### src/rtl/apb_pkg.sv
// Shared types and sizing helpers for the APB master controller.
package apb_pkg;

    typedef enum logic [1:0] {
        S_IDLE   = 2'd0,
        S_SETUP  = 2'd1,
        S_ACCESS = 2'd2,
        S_RESP   = 2'd3
    } state_t;

    typedef struct packed {
        logic slverr;
        logic timeout;
    } rsp_flags_t;

    // Width of the slave-index field; a single slave still needs one bit to hold index 0.
    function automatic int unsigned sel_width(input int unsigned nslv);
        return (nslv > 1) ? 32'($clog2(nslv)) : 32'd1;
    endfunction

    function automatic int unsigned cnt_width(input int unsigned timeout);
        return (timeout > 0) ? 32'($clog2(timeout + 1)) : 32'd1;
    endfunction

endpackage

### src/rtl/apb_addr_decode.sv
// Address-to-slave decode: one-hot select plus an out-of-range flag.
module apb_addr_decode
    import apb_pkg::*;
#(
    parameter int unsigned ADDRWIDTH = 32,
    parameter int unsigned NSLV      = 4,
    parameter int unsigned SEL_LSB   = 12
) (
    input  logic [ADDRWIDTH-1:0] addr,
    output logic [NSLV-1:0]      sel_c,
    output logic                 dec_err_c
);

    localparam int unsigned IW = sel_width(NSLV);

    logic [IW-1:0] idx;
    logic          unused_addr;

    // Only the index field matters; the rest of the address is deliberately ignored.
    assign unused_addr = ^addr;

    generate
        if (NSLV > 1) begin : g_multi
            assign idx = addr[SEL_LSB +: IW];
        end else begin : g_single
            assign idx = '0;
        end
    endgenerate

    always_comb begin
        dec_err_c = (32'(idx) >= NSLV);
        sel_c     = NSLV'(1) << idx;
        if (dec_err_c) begin
            sel_c = '0;
        end
    end

endmodule

### src/rtl/apb_master_ctrl.sv
// Sequenced APB4 master: one command at a time, SETUP/ACCESS sequencing,
// address decode onto NSLV selects, timeout abort, one response per command.
module apb_master_ctrl
    import apb_pkg::*;
#(
    parameter int unsigned DATAWIDTH = 32,
    parameter int unsigned ADDRWIDTH = 32,
    parameter int unsigned NSLV      = 4,
    parameter int unsigned SEL_LSB   = 12,
    parameter int unsigned TIMEOUT   = 255
) (
    input  logic                      pclk,
    input  logic                      presetn,
    input  logic                      req_valid,
    output logic                      req_ready,
    input  logic                      req_write,
    input  logic [ADDRWIDTH-1:0]      req_addr,
    input  logic [DATAWIDTH-1:0]      req_wdata,
    input  logic [DATAWIDTH/8-1:0]    req_strb,
    input  logic [2:0]                req_prot,
    output logic                      rsp_valid,
    input  logic                      rsp_ready,
    output logic [DATAWIDTH-1:0]      rsp_rdata,
    output logic                      rsp_slverr,
    output logic                      rsp_timeout,
    output logic [NSLV-1:0]           psel,
    output logic                      penable,
    output logic                      pwrite,
    output logic [ADDRWIDTH-1:0]      paddr,
    output logic [DATAWIDTH-1:0]      pwdata,
    output logic [DATAWIDTH/8-1:0]    pstrb,
    output logic [2:0]                pprot,
    input  logic [NSLV-1:0]           pready,
    input  logic [NSLV-1:0]           pslverr,
    input  logic [NSLV*DATAWIDTH-1:0] prdata
);

    localparam int unsigned SW = DATAWIDTH / 8;
    localparam int unsigned CW = cnt_width(TIMEOUT);

    state_t                 state, state_n;
    logic [NSLV-1:0]        psel_n;
    logic                   penable_n, pwrite_n, rsp_valid_n;
    logic [ADDRWIDTH-1:0]   paddr_n;
    logic [DATAWIDTH-1:0]   pwdata_n, rsp_rdata_n;
    logic [SW-1:0]          pstrb_n;
    logic [2:0]             pprot_n;
    logic [CW-1:0]          cnt, cnt_n, cnt_inc_c;
    rsp_flags_t             rsp_flags, rsp_flags_n;

    logic [NSLV-1:0]        dec_sel_c;
    logic                   dec_err_c;
    logic                   sel_ready_c, sel_err_c, tmo_hit_c;
    logic [DATAWIDTH-1:0]   sel_rdata_c;

    apb_addr_decode #(
        .ADDRWIDTH (ADDRWIDTH),
        .NSLV      (NSLV),
        .SEL_LSB   (SEL_LSB)
    ) u_decode (
        .addr      (req_addr),
        .sel_c     (dec_sel_c),
        .dec_err_c (dec_err_c)
    );

    assign req_ready   = (state == S_IDLE);
    assign rsp_slverr  = rsp_flags.slverr;
    assign rsp_timeout = rsp_flags.timeout;
    assign cnt_inc_c   = cnt + CW'(1);
    assign tmo_hit_c   = (TIMEOUT != 0) && (cnt_inc_c == CW'(TIMEOUT));

    // Response mux keyed on the registered one-hot select; unselected slaves never leak through.
    always_comb begin
        sel_ready_c = 1'b0;
        sel_err_c   = 1'b0;
        sel_rdata_c = '0;
        for (int i = 0; i < NSLV; i++) begin
            if (psel[i]) begin
                sel_ready_c = pready[i];
                sel_err_c   = pslverr[i];
                sel_rdata_c = prdata[i*DATAWIDTH +: DATAWIDTH];
            end
        end
    end

    always_ff @(posedge pclk or negedge presetn) begin
        if (!presetn) begin
            state     <= S_IDLE;
            psel      <= '0;
            penable   <= 1'b0;
            pwrite    <= 1'b0;
            paddr     <= '0;
            pwdata    <= '0;
            pstrb     <= '0;
            pprot     <= '0;
            rsp_valid <= 1'b0;
            rsp_rdata <= '0;
            rsp_flags <= '0;
            cnt       <= '0;
        end else begin
            state     <= state_n;
            psel      <= psel_n;
            penable   <= penable_n;
            pwrite    <= pwrite_n;
            paddr     <= paddr_n;
            pwdata    <= pwdata_n;
            pstrb     <= pstrb_n;
            pprot     <= pprot_n;
            rsp_valid <= rsp_valid_n;
            rsp_rdata <= rsp_rdata_n;
            rsp_flags <= rsp_flags_n;
            cnt       <= cnt_n;
        end
    end

    always_comb begin
        state_n     = state;
        psel_n      = psel;
        penable_n   = penable;
        pwrite_n    = pwrite;
        paddr_n     = paddr;
        pwdata_n    = pwdata;
        pstrb_n     = pstrb;
        pprot_n     = pprot;
        rsp_valid_n = rsp_valid;
        rsp_rdata_n = rsp_rdata;
        rsp_flags_n = rsp_flags;
        cnt_n       = cnt;

        case (state)
            S_IDLE: begin
                if (req_valid) begin
                    if (dec_err_c) begin
                        state_n     = S_RESP;
                        rsp_valid_n = 1'b1;
                        rsp_rdata_n = '0;
                        rsp_flags_n = '{slverr: 1'b1, timeout: 1'b0};
                    end else begin
                        state_n  = S_SETUP;
                        psel_n   = dec_sel_c;
                        pwrite_n = req_write;
                        paddr_n  = req_addr;
                        pwdata_n = req_wdata;
                        pstrb_n  = req_write ? req_strb : '0;
                        pprot_n  = req_prot;
                        cnt_n    = '0;
                    end
                end
            end
            S_SETUP: begin
                state_n   = S_ACCESS;
                penable_n = 1'b1;
            end
            S_ACCESS: begin
                // Completion takes priority over a timeout expiring in the same cycle.
                if (sel_ready_c) begin
                    state_n     = S_RESP;
                    psel_n      = '0;
                    penable_n   = 1'b0;
                    rsp_valid_n = 1'b1;
                    rsp_rdata_n = (pwrite || sel_err_c) ? '0 : sel_rdata_c;
                    rsp_flags_n = '{slverr: sel_err_c, timeout: 1'b0};
                end else if (tmo_hit_c) begin
                    state_n     = S_RESP;
                    psel_n      = '0;
                    penable_n   = 1'b0;
                    rsp_valid_n = 1'b1;
                    rsp_rdata_n = '0;
                    rsp_flags_n = '{slverr: 1'b1, timeout: 1'b1};
                    cnt_n       = cnt_inc_c;
                end else begin
                    cnt_n = cnt_inc_c;
                end
            end
            S_RESP: begin
                if (rsp_ready) begin
                    state_n     = S_IDLE;
                    rsp_valid_n = 1'b0;
                end
            end
            default: state_n = S_IDLE;
        endcase
    end

endmodule

### config.mk
export PLATFORM = sky130hd
export DESIGN_NAME = apb_master_ctrl
export DESIGN_NICKNAME = d
export VERILOG_FILES = /design/src/rtl/apb_pkg.sv /design/src/rtl/apb_addr_decode.sv /design/src/rtl/apb_master_ctrl.sv
export SDC_FILE = /design/constraint.sdc
export NUM_CORES = 1
export LEC_CHECK = 0
export CAP_MARGIN = 20
export CORE_MARGIN = 5
export CORE_UTILIZATION = 36
export CTS_BUF_LIST = sky130_fd_sc_hd__clkbuf_4
export DETAILED_ROUTE_END_ITERATION = 10
export GPL_ROUTABILITY_DRIVEN = 1
export PLACE_DENSITY = 0.84
export SYNTH_ARGS = -nofsm -noshare
export SYNTH_HDL_FRONTEND = slang
export SYNTH_SLANG_ARGS = --single-unit
### constraint.sdc
create_clock -name pclk -period 1.8 [get_ports pclk]
set_input_delay 0.36 -clock pclk [delete_from_list [all_inputs] [get_ports pclk]]
set_output_delay 0.36 -clock pclk [all_outputs]
set_load 0.01 [all_outputs]
==> impl_metrics.toml <==
[power]
max_ir_drop_vdd_mv = 0.886
clock_power_frac = 0.124
power.net_switching_w = 0.00650
leakage_nw = 4.62
p_int_w = 0.00986
comb_power_share = 0.596
switching_share = 0.397
seqPwrFrac = 0.279
cellPowerDensity_nw_per_um2 = 1570

[cells_and_area]
postLayoutCellArea_um2 = 10400
fin_nets = 1102
syn_to_final_growth_pct = 78.8
drive_gt1_frac = 0.243

[routing]
met2WireLength_mm = 12.0
routed_wl_mm = 23.5
route.met3.wl_mm = 2.99
detail_route_antenna_nets = 0
avgRoutedWirePerCell_um = 21.1
detail_route.iter0.violations = 251
detail_route.first_pass.iterations = 4
met1Wirelength_mm = 7.94
total_via_count_in_the_routed_design = 5887
detail_route.vias_per_cell = 5.28
detail_route.drc_violations = 0
maxUsedRoutingLayer = "met4"

[timing]
period_needed_ps = 1860
tns_ps = -1410
slew_viol_final = 0
worst-slew-pin-transition_ps = 384
layout_worst_path_cycle_share = 1.04
maxSlewHeadroom = 0.742
timing_hold_violations_final = 0
grt_setup_unrepaired = "yes"
postLayoutSetupSlackWorst_ps = -64.8
setup_violations = 35
timing.clock.skew_ps = 19.2
timing.fmax_mhz = 536

[setup_path]
worstSetupEndpointType = "flip-flop"
r2r.worst_path.cells = 6
crit_path_top_delay_cell = "or4_4"
setup.worst_path.start_class = "flip-flop"
crit_chain = "buf_6, a21oi_4, a221oi_2, buf_4, or4_4, a311o_1"
path_class = "reg2reg"
worstPathRequired_ps = 2220
path_max_fanout = 6
timing.critical_path.depth = 6
crit_arrival_ps = 2290
worst_path_dominant_cell_family = "compound AO/OA/AOI/OAI gates"
critical_path.max_stage_delay_ps = 480
cp.buffers_inverters = 2

[die]
io-pin-count = 325
die-width_um = 137
core-area_um2 = 15900
die_area_um2 = 18800
std_cell_rows = 46
die_h_um = 137
initial_utilization = 0.366

[logic_synthesis]
postSynthAreaPerCell_um2 = 11.4
yosys_warnings = 0
synth_fp_nets = 729
synth-seq-cells = 122
synth_top_cell_by_area = "dfrtp_1"
synth_top_cells_by_area = "dfrtp_1 53%, mux2_2 13%, o21ai_0 5.9%"
post_synthesis_instance_area_um2 = 5810
synthDistinctLibCells = 48
synthCells = 512
synth_top_area_frac = 0.525
synth-async-reset-ratio = 1.00
synth_sequential_area_ratio = 0.525
synth_top_flop_cell = "dfrtp_1"
synth-edff-count = 0

[grt]
grt_antenna_before_repair = 2
globalRoute.totalOverflow = 0
grt_util_all_layers = 0.224
grt_pass1_vias = 5973
wire_length_of_the_first_global_routing_pass_mm = 32.0
grt_start_max_net_pins = 65

[placed_design]
port_buffers = 324
detailed_place_hpwl_mm = 16.7
gp_congestion = 0.852
dpl_cell_area_um2 = 9590

[status]
violations = "setup timing"
outcome = "complete, but fails checks"

[clock_tree]
cts_made_buffers = 17
insertion_delay_ps = 530
max-clock-path-buffers = 2
cts.htree.levels = 4
cts_root_buffer = "clkbuf_4"
number_of_sinks_handled_by_clock_tree_synthesis = 122
cts_tree = "done"
cts.reportedPaths.clkPinSlew_ps = 130

[worst_hold_path]
worst_hold_path_type = "in2async"

[run]
total_of_max_cap_violations = 0
==> through the flow <==
| stage | setup WS, ps | utilization | instances | total power [W] | hold WS [ps] |
|---|---|---|---|---|---|
| floorplan | -4.69 | - | 512 | 0.00888 | 64.4 |
| global placement | -307 | 0.604 | 1046 | 0.0134 | 303 |
| detailed placement | -324 | 0.604 | 1046 | 0.0136 | 295 |
| CTS | -66.7 | 0.623 | 1086 | 0.0152 | 234 |
| global route | -115 | 0.654 | 1116 | 0.0174 | 251 |
| finish | -64.8 | 0.654 | 1116 | 0.0164 | 288 |
==> flip-flops by register name (all words and copies together), names as in the netlist, 2 cells and up <==
signal,flops
paddr,32
pwdata,32
rsp_rdata,32
cnt,8
psel,4
pstrb,4
pprot,3
state,2
==> per-layer routing <==
metal,vias up,global-route usage
met3,46,0.115
met5,-,0
li1,2683,-
met2,316,0.380
met1,2842,0.234
met4,0,0.0904
==> power groups by stage <==
stage	Clock (W)	Sequential [W]	Combinational [W]
after floorplan	0	0.00511	0.00377
after global placement	0	0.00465	0.00875
after detailed placement	0	0.00471	0.00888
after CTS	0.00210	0.00457	0.00855
after global routing	0.00223	0.00473	0.0105
final	0.00203	0.00457	0.00976
==> path summary, 6_finish.rpt <==
kind	startpoint	end	slack, ps
setup / recovery	psel[1]	cnt[6]	-60
hold / removal	presetn	pstrb[1]	290
setup reg to reg	psel[1]	cnt[6]	-60
hold reg to reg	pstrb[0]	pstrb[0]	490
max in group asynchronous	presetn	pwrite	880
min in group pclk	req_strb[0]	pstrb[0]	380
==> worst register-to-register path, stage by stage (launching register included) <==
cell and delay [ps]:
dfrtp_2 450, buf_6 150, a21oi_4 140, a221oi_2 70, buf_4 170, or4_4 480, a311o_1 310
==> cell type report <==
| type | count | area, um2 |
|---|---|---|
| inverters | 10 | 37.5 |
| clock buffers | 17 | 128 |
| diodes | 2 | 5.00 |
| flip-flops and latches | 122 | 3060 |
| repair buffers | 400 | 4050 |
| clock inverters | 15 | 164 |
| fillers | 1269 | 5490 |
| multi-input cells | 334 | 2680 |
| well taps | 216 | 270 |
==> cells in the mapped netlist, types with 2 or more instances <==
cell and number:
a211oi_1 2, a21o_1 2, a21oi_1 7, a221o_1 31, a311o_1 2, a32o_1 32
and2_1 2, and3_1 2, buf_1 7, buf_2 11, buf_6 2, clkbuf_1 25
dfrtp_1 122, ha_1 5, inv_1 10, mux2_2 68, mux2i_1 2, nand2_1 54
nand2b_1 3, nand3_1 4, nand3b_1 2, nand4b_1 2, nor2_1 9, nor3_1 5
nor4_1 3, o21a_1 2, o21ai_0 68, o21ai_1 6, o2bb2ai_1 2, o41ai_1 2
==> cell families (layout without fill, tap and decap cells) <==
group	after synthesis	in the layout	synth area share
buffers and inverters	56	442	0.0418
flip-flops	122	122	0.525
multiplexers	70	70	0.135
XOR/XNOR	2	2	0.00301
adder cells (fa/ha/maj)	5	5	0.0108
other	0	2	0
AND/OR/NAND/NOR	91	91	0.0715
AO/OA/AOI/OAI	166	166	0.212
==> timing repair <==
item | CTS | global route
pin swaps | 6 | 15
gates resized for setup | 146 | 47
gates cloned | 1 | 11
hold endpoints to repair | 23 | 0
buffers inserted | 6 | 17
endpoints found under the setup margin | 147 | 53
hold buffers | 1 | 0
==> layout by cell type (no fill, tap or decap), types with 4 or more instances in the layout <==
| cell | n |
|---|---|
| nor2_1 | 6 |
| dfrtp_2 | 6 |
| o21ai_1 | 21 |
| buf_12 | 12 |
| nand2_1 | 52 |
| a21oi_1 | 4 |
| dlygate4sd2_1 | 109 |
| buf_4 | 42 |
| o21ai_0 | 52 |
| inv_1 | 7 |
| a221o_1 | 31 |
| nor3_1 | 4 |
| inv_6 | 6 |
| a32o_1 | 32 |
| dfrtp_1 | 116 |
| clkbuf_16 | 8 |
| clkdlybuf4s50_1 | 210 |
| buf_6 | 13 |
| mux2_2 | 68 |
| clkbuf_4 | 17 |
No activity file was read; power rests on OpenSTA's default activity.
==> RTL change 1: new RTL, config.mk and constraints unchanged <==
Make the reset (`presetn`) synchronous in one clocked block.
--- a/src/rtl/apb_master_ctrl.sv
+++ b/src/rtl/apb_master_ctrl.sv
@@ -85,3 +85,3 @@
 
-    always_ff @(posedge pclk or negedge presetn) begin
+    always_ff @(posedge pclk) begin
         if (!presetn) begin
Check against the original RTL: differs if presetn is asserted again (counterexample within 4 cycles, from zero or initial values and one cycle with presetn low); with presetn held inactive, the same outputs for 4 cycles.
==> RTL change 1 against the original RTL <==
The flow still finishes with violations (setup timing); synthesized area fell by 7.3%; design area fell by 8.0%; first-iteration DRC count rose by 40%; final cell count rose by 12%; count of clock-buffer cells in the layout did not move; sequential cell count did not move; critical path depth rose by 3; worst setup slack got worse by 0.16 ns; hold slack improved by 0.064 ns; routed wire length fell by 5.3%.
Power is not compared: it rests on default switching activity, and its combinational part moved more than twofold at a synthesized area within 25%.
==> RTL change 1: results (changes against the original RTL) <==
[placement]
place_area_um2 = 9030  ; was 9590 um^2
place_congestion = 0.817  ; was 0.852
dp_worst_setup_slack_ns = -0.608  ; was -0.324 ns
dp_cells = 1192  ; was 1,046
post-dp-hpwl_mm = 16.1  ; was 16.7 mm

[worst_setup_path]
cp.arrival_ns = 2.49  ; was 2.29 ns
r2r-start = cnt[0]  ; was psel[1]
max_stage_delay_ns = 0.38  ; was 0.48 ns
r2r_cells = 9  ; was 6
slowest_stage = dfxtp_4  ; was or4_4
cp_max_fo = 3  ; was 6

[route]
firstDrtPassIters = 7  ; was 4
drt_wl_total_mm = 22.3  ; was 23.5 mm
drt_iter0_drc = 352  ; was 251
routedWlPerCell_um = 17.8  ; was 21.1 um
vias = 6381  ; was 5,887

[finish]
num-fill-cells = 1224  ; was 1,269
drive_gt1_share_pct = 13.4  ; was 24.3%
final_nets = 1268  ; was 1,102
fin_util_pct = 65.5  ; was 65.4%

[sta]
slew_headroom_pct = 59.2  ; was 74.2%
skew_ns = 0.0151  ; was 0.0192 ns
setup_viol = 40  ; was 35
layout_setup_ws_ns = -0.220  ; was -0.0648 ns
tns_ns = -4.70  ; was -1.41 ns

[global_route]
met2_usage_pct = 40.7  ; was 38.0%
grt_start_max_net_pins = 69  ; was 65
grt_usage_pct = 23.7  ; was 22.4%
met3_usage_pct = 10.3  ; was 11.5%
met1_usage_pct = 25.7  ; was 23.4%
grt_pass1_wl_mm = 33.2  ; was 32.0 mm
first_global_vias = 6241  ; was 5,973
antenna_found_initial = 1  ; was 2

[outcome]
violations = setup timing  ; unchanged
status = finished with violations  ; unchanged

[yosys]
yosys-top-cells-count = 186 x nand2_1, 122 x dfxtp_1, 115 x a21oi_1  ; was 122 x dfrtp_1, 68 x mux2_2, 68 x o21ai_0
synthAdderAreaFrac_pct = 1.16  ; was 1.08%
synth.area.top_cells = dfxtp_1 45%, nand2_1 13%, a21oi_1 11%  ; was dfrtp_1 53%, mux2_2 13%, o21ai_0 5.9%
synth_fp_nets = 919  ; was 729
muxShareOfSynthArea_pct = 0.371  ; was 13.5%
synth_flop_cell = dfxtp_1  ; was dfrtp_1
synth_compound_area_share_pct = 27.6  ; was 21.2%
ys_seq_area_share_pct = 45.3  ; was 52.5%
postSynth.asyncResetShare_pct = 0  ; was 100%
synth_xor_area_share_pct = 0.627  ; was 0.301%
yosys.cell_types.count = 43  ; was 48
synth_cells = 702  ; was 512

[power_and_ir_drop]
leakage_nw = 4.08

[cts]
post_cts_buffers = 9  ; was 6
post_cts_resized = 147  ; was 146

[hold_path]
hold_depth = 3
worstHoldPathType = input port to flop  ; was input port to async pin

==> RTL change 1: final cells by class <==
class	instances	share of cell area (%)
flip-flops and latches	122	25.8
repair buffers	385	38.5
clock buffers	17	1.33
diodes	1	0.0262
clock inverters	15	1.58
well taps	184	2.41
multi-input cells	514	29.9
inverters	11	0.458
==> RTL change 1: power by group through the flow <==
stage	Clock, mW	Sequential [mW]	Combinational (mW)
after global routing	2.11	3.25	3.57
final	1.94	3.21	3.28
after detailed placement	0	3.28	3.17
after CTS	1.99	3.21	3.12
after global placement	0	3.26	3.14
after floorplan	0	3.40	1.32
==> RTL change 1: routing by layer <==
layer  wire [um]  vias up  part of all wire, %
met5           0        -                    0
met4         682        0                  3.1
met3        2370       40                   11
met2       11000      286                   50
met1        8190     2914                   37
li1            -     3141                    -
==> RTL change 1: worst paths after layout <==
path                                    to  slack [ns]
worst max register to register    state[1]       -0.22
worst max-delay path              state[1]       -0.22
worst min register to register  pwdata[13]        0.46
worst min-delay path             pwdata[2]        0.35
==> RTL change 2: new RTL, same settings <==
Made on the original files. `ADDRWIDTH` is set to 32 in 2 places; all go to 36.
--- a/src/rtl/apb_addr_decode.sv
+++ b/src/rtl/apb_addr_decode.sv
@@ -4,3 +4,3 @@
 #(
-    parameter int unsigned ADDRWIDTH = 32,
+    parameter int unsigned ADDRWIDTH = 36,
     parameter int unsigned NSLV      = 4,
--- a/src/rtl/apb_master_ctrl.sv
+++ b/src/rtl/apb_master_ctrl.sv
@@ -6,3 +6,3 @@
     parameter int unsigned DATAWIDTH = 32,
-    parameter int unsigned ADDRWIDTH = 32,
+    parameter int unsigned ADDRWIDTH = 36,
     parameter int unsigned NSLV      = 4,
Ports: changed (resized paddr and req_addr); port bits go from 325 to 333. No check against the original RTL was run, so the function may have changed too.
==> RTL change 2 against the original RTL <==
The flow still finishes with violations (setup timing); routed wire length fell by 2.1%; worst setup slack got worse by 0.27 ns; combinational power is 27% lower; power fell by 17%; first-iteration DRC count grew 8.4%; synthesized area grew 5.1%; design area rose by 1.4%; sequential cell count up 4.
==> RTL change 2: results (changes against the original RTL) <==
[yosys]
yosys-top-cells-count = 126 x dfrtp_1, 72 x mux2_2, 36 x a21oi_1, 36 x clkbuf_1, 34 x nor2b_1  ; was 122 x dfrtp_1, 68 x mux2_2, 68 x o21ai_0
synth_cells = 544  ; was 512
synth_fp_nets = 765  ; was 729

[outcome]
violations = setup timing  ; unchanged
status = finished with violations  ; unchanged

[sta]
layout_setup_ws_ns = -0.337  ; was -0.0648 ns
setup_viol = 41  ; was 35

[placement]
place_area_um2 = 10200  ; was 9590 um^2
dp_cells = 1121  ; was 1,046
place_congestion = 0.869  ; was 0.852
dp_worst_setup_slack_ns = -0.380  ; was -0.324 ns

[route]
routedWlPerCell_um = 19.7  ; was 21.1 um
drt_iter0_drc = 272  ; was 251
wl_met1_mm = 8.78  ; was 7.94 mm
firstDrtPassIters = 7  ; was 4

[finish]
num-fill-cells = 1346  ; was 1,269
n_all_inverters = 9  ; was 10
clock_cell_area_share_pct = 2.39  ; was 2.81%
final_nets = 1159  ; was 1,102
regArea_um2 = 3160  ; was 3060 um^2
syn_to_final_growth_pct = 72.5  ; was 78.8%
nonClkBufAreaFrac_pct = 37.4  ; was 39.0%
diodes = 0  ; was 2

[global_route]
met3_usage_pct = 10.1  ; was 11.5%
antenna_found_initial = 0  ; was 2
grt_pass1_wl_mm = 35.3  ; was 32.0 mm
met1_usage_pct = 25.2  ; was 23.4%
first_global_vias = 6570  ; was 5,973

[worst_setup_path]
r2r-start = cnt[4]  ; was psel[1]

[die]
tap_cells = 220  ; was 216

-- RTL change 2: report_power, final --
| part | switching [mW] | total, mW | internal, mW |
|---|---|---|---|
| Clock | 1.25 | 1.84 | 0.584 |
| Combinational | 3.40 | 7.16 | 3.76 |
| Sequential | 0.605 | 4.56 | 3.96 |
-- RTL change 2: logic make-up after synthesis --
| family | after synthesis | synth area share [%] |
|---|---|---|
| AND/OR/NAND/NOR | 135 | 11.7 |
| multiplexers | 76 | 13.9 |
| adder cells (fa/ha/maj) | 5 | 1.02 |
| buffers and inverters | 51 | 3.65 |
| AO/OA/AOI/OAI | 151 | 18.1 |
| flip-flops | 126 | 51.6 |
-- RTL change 2: worst max-delay path: cells and delay by family, from the launching register on --
family	cells	cell delay, ns
AOI/OAI and AO/OA	2	0.59
buffers and inverters	1	0.19
DFF	1	0.44
and+or+nand+nor	3	0.77
